<file path="src/rtl/denise_palette_writer.sv">
// rtl/denise_palette_writer.sv - paced colour-palette loader for the Denise colour registers
//
// Accepts a stream of 12-bit colour words through a small FIFO and writes them,
// one per 7MHz clock-enable period, to consecutive colour registers starting at
// COLORBASE + 2*first_index.
//
// Optional feature macro: DENISE_PALETTE_WRAP_EN
//   defined   : the register index wraps 31 -> 0 and all count words are written
//   undefined : the write to index 31 ends the load
//
// Ports:
//   clk             28MHz clock
//   reset_n         asynchronous active-low reset
//   clk7_en         7MHz clock enable, paces register writes
//   start           single-cycle load request (ignored while busy)
//   abort           single-cycle cancel, wins over start
//   first_index     first colour register number
//   count           number of colour words (clamped to 32)
//   wr_valid        colour word present on wr_data
//   wr_data         colour word {R,G,B} 4 bits each
//   wr_ready        word accepted when wr_valid and wr_ready are high
//   busy            load in progress (RUN or DONE)
//   done            one-clk pulse when a load completes
//   reg_address_out register address bits [8:1], 8'hFF when idle
//   data_out        register write data
module denise_palette_writer #(
    parameter logic [8:0] COLORBASE  = 9'h180,
    parameter int         FIFO_DEPTH = 4
) (
    input  logic        clk,
    input  logic        reset_n,
    input  logic        clk7_en,
    input  logic        start,
    input  logic        abort,
    input  logic [4:0]  first_index,
    input  logic [5:0]  count,
    input  logic        wr_valid,
    input  logic [11:0] wr_data,
    output logic        wr_ready,
    output logic        busy,
    output logic        done,
    output logic [7:0]  reg_address_out,
    output logic [11:0] data_out
);

    localparam int          AW       = (FIFO_DEPTH > 2) ? $clog2(FIFO_DEPTH) : 1;
    localparam logic [AW:0] FULL_LVL = (AW+1)'(FIFO_DEPTH);
    localparam logic [7:0]  IDLE_ADDR = 8'hFF;

    typedef enum logic [1:0] {IDLE, RUN, DONE} state_t;

    state_t         r_state;
    state_t         w_next;
    logic [11:0]    r_mem [FIFO_DEPTH];
    logic [AW-1:0]  r_wptr;
    logic [AW-1:0]  r_rptr;
    logic [AW:0]    r_fill;
    logic [4:0]     r_index;
    logic [5:0]     r_limit;
    logic [5:0]     r_accepted;
    logic [5:0]     r_written;
    logic [7:0]     r_addr;
    logic [11:0]    r_data;

    logic [5:0]     w_count_clamped;
    logic [5:0]     w_room;
    logic [5:0]     w_limit;
    logic           w_full;
    logic           w_empty;
    logic           w_ready;
    logic           w_push;
    logic           w_pop;
    logic           w_last;
    logic           w_load;

    // Number of words this load will actually write; without wrap the run
    // stops at register 31, so the limit is also bounded by the room left.
    always_comb begin
        w_count_clamped = (count > 6'd32) ? 6'd32 : count;
        w_room          = 6'd32 - {1'b0, first_index};
`ifdef DENISE_PALETTE_WRAP_EN
        w_limit         = w_count_clamped;
`else
        w_limit         = (w_count_clamped < w_room) ? w_count_clamped : w_room;
`endif
    end

    always_comb begin
        w_full  = (r_fill == FULL_LVL);
        w_empty = (r_fill == '0);
        w_ready = (r_state == RUN) && !w_full && (r_accepted < r_limit) && !abort;
        w_push  = wr_valid && w_ready;
        w_pop   = (r_state == RUN) && clk7_en && !w_empty && !abort;
        w_last  = w_pop && ((r_written + 6'd1) == r_limit);
        w_load  = (r_state == IDLE) && start && !abort;
    end

    always_comb begin
        w_next = r_state;
        case (r_state)
            IDLE: if (w_load) w_next = (w_count_clamped == 6'd0) ? DONE : RUN;
            RUN: begin
                if (abort)       w_next = IDLE;
                else if (w_last) w_next = DONE;
            end
            DONE:    w_next = IDLE;
            default: w_next = IDLE;
        endcase
    end

    always_ff @(posedge clk or negedge reset_n) begin
        if (!reset_n) r_state <= IDLE;
        else          r_state <= w_next;
    end

    // FIFO storage carries no reset; validity is tracked by r_fill alone.
    always_ff @(posedge clk) begin
        if (w_push) r_mem[r_wptr] <= wr_data;
    end

    always_ff @(posedge clk or negedge reset_n) begin
        if (!reset_n) begin
            r_wptr     <= '0;
            r_rptr     <= '0;
            r_fill     <= '0;
            r_index    <= 5'd0;
            r_limit    <= 6'd0;
            r_accepted <= 6'd0;
            r_written  <= 6'd0;
            r_addr     <= IDLE_ADDR;
            r_data     <= 12'h000;
        end else begin
            if (w_load) begin
                r_index    <= first_index;
                r_limit    <= w_limit;
                r_accepted <= 6'd0;
                r_written  <= 6'd0;
                r_wptr     <= '0;
                r_rptr     <= '0;
                r_fill     <= '0;
            end else if (abort) begin
                r_wptr <= '0;
                r_rptr <= '0;
                r_fill <= '0;
            end else begin
                if (w_push) begin
                    r_wptr     <= r_wptr + AW'(1);
                    r_accepted <= r_accepted + 6'd1;
                end
                if (w_pop) begin
                    r_rptr    <= r_rptr + AW'(1);
                    r_index   <= r_index + 5'd1;
                    r_written <= r_written + 6'd1;
                end
                case ({w_push, w_pop})
                    2'b10:   r_fill <= r_fill + (AW+1)'(1);
                    2'b01:   r_fill <= r_fill - (AW+1)'(1);
                    default: r_fill <= r_fill;
                endcase
            end

            // A write occupies exactly one clk7 period; any clk7 edge
            // without a word to write (idle, done, after abort) parks the
            // address on the NO-OP register while the data holds.
            if (clk7_en) begin
                if (w_pop) begin
                    r_addr <= {COLORBASE[8:6], r_index};
                    r_data <= r_mem[r_rptr];
                end else begin
                    r_addr <= IDLE_ADDR;
                end
            end
        end
    end

    assign wr_ready        = w_ready;
    assign busy            = (r_state != IDLE);
    assign done            = (r_state == DONE);
    assign reg_address_out = r_addr;
    assign data_out        = r_data;

endmodule

</file>
<file path="config.mk">
export PLATFORM = sky130hd
export DESIGN_NAME = denise_palette_writer
export DESIGN_NICKNAME = d
export VERILOG_FILES = /design/src/rtl/denise_palette_writer.sv
export SDC_FILE = /design/constraint.sdc
export NUM_CORES = 1
export LEC_CHECK = 0
export CORE_ASPECT_RATIO = 1.25
export CORE_MARGIN = 3
export CORE_UTILIZATION = 50
export DETAILED_ROUTE_END_ITERATION = 8
export PLACE_DENSITY = 0.86
export SLEW_MARGIN = 20
export SYNTH_ARGS = -nofsm -noshare
export SYNTH_HDL_FRONTEND = slang
export SYNTH_SLANG_ARGS = --single-unit
export TNS_END_PERCENT = 50
</file>
<file path="constraint.sdc">
create_clock -name clk -period 2.94 [get_ports clk]
set_input_delay 0.588 -clock clk [delete_from_list [all_inputs] [get_ports clk]]
set_output_delay 0.588 -clock clk [all_outputs]
set_load 0.05 [all_outputs]
</file>
==> key figures <==
Placement
  – Placed cells: 537
  – Placer's final routability congestion estimate: 0.858
  – Final HPWL DP: 6.68 mm
  – IO Port Bufs: 49
  – Area post-placement: 5250 um2

Hold path
  – Worst Hold Class: in2async

Power and ir drop
  – Share of power burned in combinational logic: 0.147
  – Clock network power share: 0.302
  – P per Cell Area: 523 nW/um2
  – Seq pwr share: 0.551
  – Worst vdd ir: 412 uV
  – Psw: 832 uW
  – Sw Share: 0.291
  – P_leak: 2.23 nW
  – Internal Pwr Total: 2.02 mW

Layout
  – Final cell count without fillers: 553
  – # nets final: 477
  – Syn-to-layout area delta: 19.6%
  – Leading cell type in the layout, fill and taps excluded: nand2_1
  – Cell area after layout: 5460 um2
  – Commonest cells after routing, fill and taps aside: 63 x nand2_1, 48 x edfxtp_1, 47 x clkdlybuf4s50_1
  – Fraction of layout cells with a size suffix above 1: 0.141
  – # diodes: 0

Floorplanning
  – Die H: 113 um
  – Die W: 91.4 um
  – DIE AREA: 10,300 um2
  – Starting density of the core: 0.519
  – Row count: 38
  – Total core area: 8800 um2
  – IO Count: 52

Drt
  – Final antenna-violating net count: 0
  – DRT Wirelength: 9.35 mm
  – Vias per cell: 5.42
  – Met2 routed WL: 4.94 mm
  – Initial DRT Pass Iterations: 4
  – Met1 WL: 3.68 mm
  – Highest Signal Layer: met4
  – Wire per inst: 16.9 um
  – Met3 wire length: 442 um
  – Vias: 2,995
  – 1st-iter DRT viols: 169
  – Drc violations: 0

Worst setup path
  – Nature of the critical path startpoint: flip-flop
  – Beginning of the critical path: r_limit[5]
  – Launching point of the worst reg2reg path: r_limit[5]
  – Critical path endpoint category: flip-flop
  – Critical path class: reg2reg
  – CP required: 3.24 ns
  – Slowest CP cell: dfrtp_1
  – CP max FO: 3
  – WP data arrival: 3.09 ns
  – Critical path cell sequence: inv_1 -> ha_1 -> a21oi_1 -> nand4_1 -> a21oi_2 -> inv_1 -> ha_1 -> fa_1 -> xnor2_1 -> or3_1 -> a21oi_1
  – CP max stage delay: 0.45 ns

Logic synthesis
  – Main synth FF type: edfxtp_1
  – Top cells by area, synth: edfxtp_1 32%, dfrtp_1 24%, mux4_2 5.9%
  – Yosys warnings: 0
  – Synthesized-area fraction occupied by adder cells: 0.0565
  – Largest family of logic cells by synthesized area: simple AND/OR/NAND/NOR gates
  – Post-Syn Instances: 367
  – Post-synthesis xor/xnor area fraction: 0.0384
  – Sequential element share of the synthesized area: 0.592
  – Cell taking the most area after synthesis: edfxtp_1
  – Syn Area/Cell: 12.4 um2
  – Yosys top cell area share: 0.316
  – Fraction of registers with async set/reset: 0.510
  – Post-synthesis mux area share: 0.0702
  – Synth Cell Area: 4560 um2
  – Number of synthesized register bits: 98
  – Post-synth EDFFs: 48
  – Post-synthesis compound-gate area fraction: 0.0699
  – Number of distinct library cells after synthesis: 56
  – Post-Synth Simple-Gate Area: 0.140

Clock tree
  – Root Driver: clkbuf_8
  – CTS tree: built
  – Buffer count from post-CTS setup fixing: 0
  – Cts hold-fix bufs: 0
  – Max Root-Sink Buffers: 2
  – Later-pin clock latency in the skew report: 0.37 ns
  – Max H-tree Level: 3
  – Sinks on Clock Net: 98
  – Clock transition at path regs: 0.11 ns
  – CTS Buf Count: 9

STA
  – RSZ-0062 raised after global routing: no
  – Worst slew pin tran: 0.856 ns
  – Max Freq: 358 MHz
  – Final hold vios: 0
  – Final setup violation count: 0
  – Post-route clock period utilization: 0.950
  – Relative slew slack: 0.429
  – Slew Limit Fails: 0
  – Hold slack: 0.134 ns
  – Setup_tns: 0 ns
  – Clk_skew: 0.00876 ns
  – Tmin final: 2.79 ns

Run status
  – Status: finished, final reports clean

Global route
  – Largest net degree at the start of global routing: 35
  – Grt ovf: 0
  – Total GRT Usage: 0.197
  – Global-route wire length before repair: 15.5 mm
  – Vias in the first global route: 3,173
  – Initial antenna violation count: 0

Job
  – # Max-Cap Violations: 0
[per-stage QoR]
step                worst slack, ns   util  power [mW]
detailed placement           -0.123  0.597        2.02
CTS                          0.0780  0.620        2.88
global route                 0.0280  0.621        2.99
finish                        0.148  0.621        2.85
floorplan                    0.0848      -        1.84
global placement             0.0325  0.597        2.00
[metal layers]
metal	vias to the layer above	GRT usage
met5	-	0
met4	0	0.112
met3	20	0.0392
met2	87	0.344
met1	1458	0.224
li1	1430	-
[cells in the mapped netlist, types with 6 or more instances]
cell,instances
nor3_1,7
xor2_1,9
mux4_2,12
xnor2_1,11
nor2b_1,6
ha_1,19
a21oi_1,10
dfrtp_1,44
nand2_1,63
edfxtp_1,48
nor2_1,21
inv_1,13
o21ai_0,12
nand3_1,9
dfstp_2,6
[worst max-delay path, delay by kind of cell, from the launching register on]
kind	cells	cell delay (ns)
buffers and inverters	2	0.14
and+or+nand+nor	2	0.49
xor gates and xnor gates	1	0.14
DFF	1	0.45
AOI/OAI and AO/OA	3	0.60
adders and majority gates	3	0.92
[registers in the layout, indices dropped and copies added, names as in the netlist]
register / cells
r_limit: 6
r_mem: 48
r_written: 6
r_accepted: 6
r_state: 2
r_fill: 3
r_index: 5
r_wptr: 2
data_out: 12
reg_address_out: 6
r_rptr: 2
[cell families after synthesis]
kind of cell,Yosys count
AND/OR/NAND/NOR,135
flip-flops,98
AO/OA/AOI/OAI,47
buffers and inverters,29
adder cells (fa/ha/maj),20
XOR/XNOR,20
multiplexers,17
other,1
[repair_timing]
action	in CTS	in global routing
endpoints found under the hold margin	0	0
endpoints found under the setup margin	0	1
gates resized for setup	0	2
[power groups by stage]
stage                     Sequential (mW)  Clock (mW)  Combinational (mW)
after floorplan                      1.64           0               0.202
after global placement               1.60           0               0.404
after detailed placement             1.60           0               0.419
after CTS                            1.57       0.880               0.422
after global routing                 1.58       0.950               0.462
final                                1.57       0.862               0.420
[cell type report]
cell class,instances,area (um2)
multi-input combinational,241,1730
fill,650,3340
tap,120,150
inverter,14,65.1
clock buffer,9,124
clock inverter,7,81.3
timing repair buffer,64,608
sequential,98,2700
[worst paths after layout]
check / cells after the start / endpoint / slack (ns)
setup / recovery: 11 / r_fill[2] / 0.15
hold / removal: 1 / r_limit[1] / 0.13
setup reg to reg: 11 / r_fill[2] / 0.15
hold reg to reg: 2 / reg_address_out[5] / 0.49
max in group asynchronous: 2 / reg_address_out[3] / 2.01
min in group clk: 2 / reg_address_out[5] / 0.49
No activity file was read; power rests on OpenSTA's default activity.
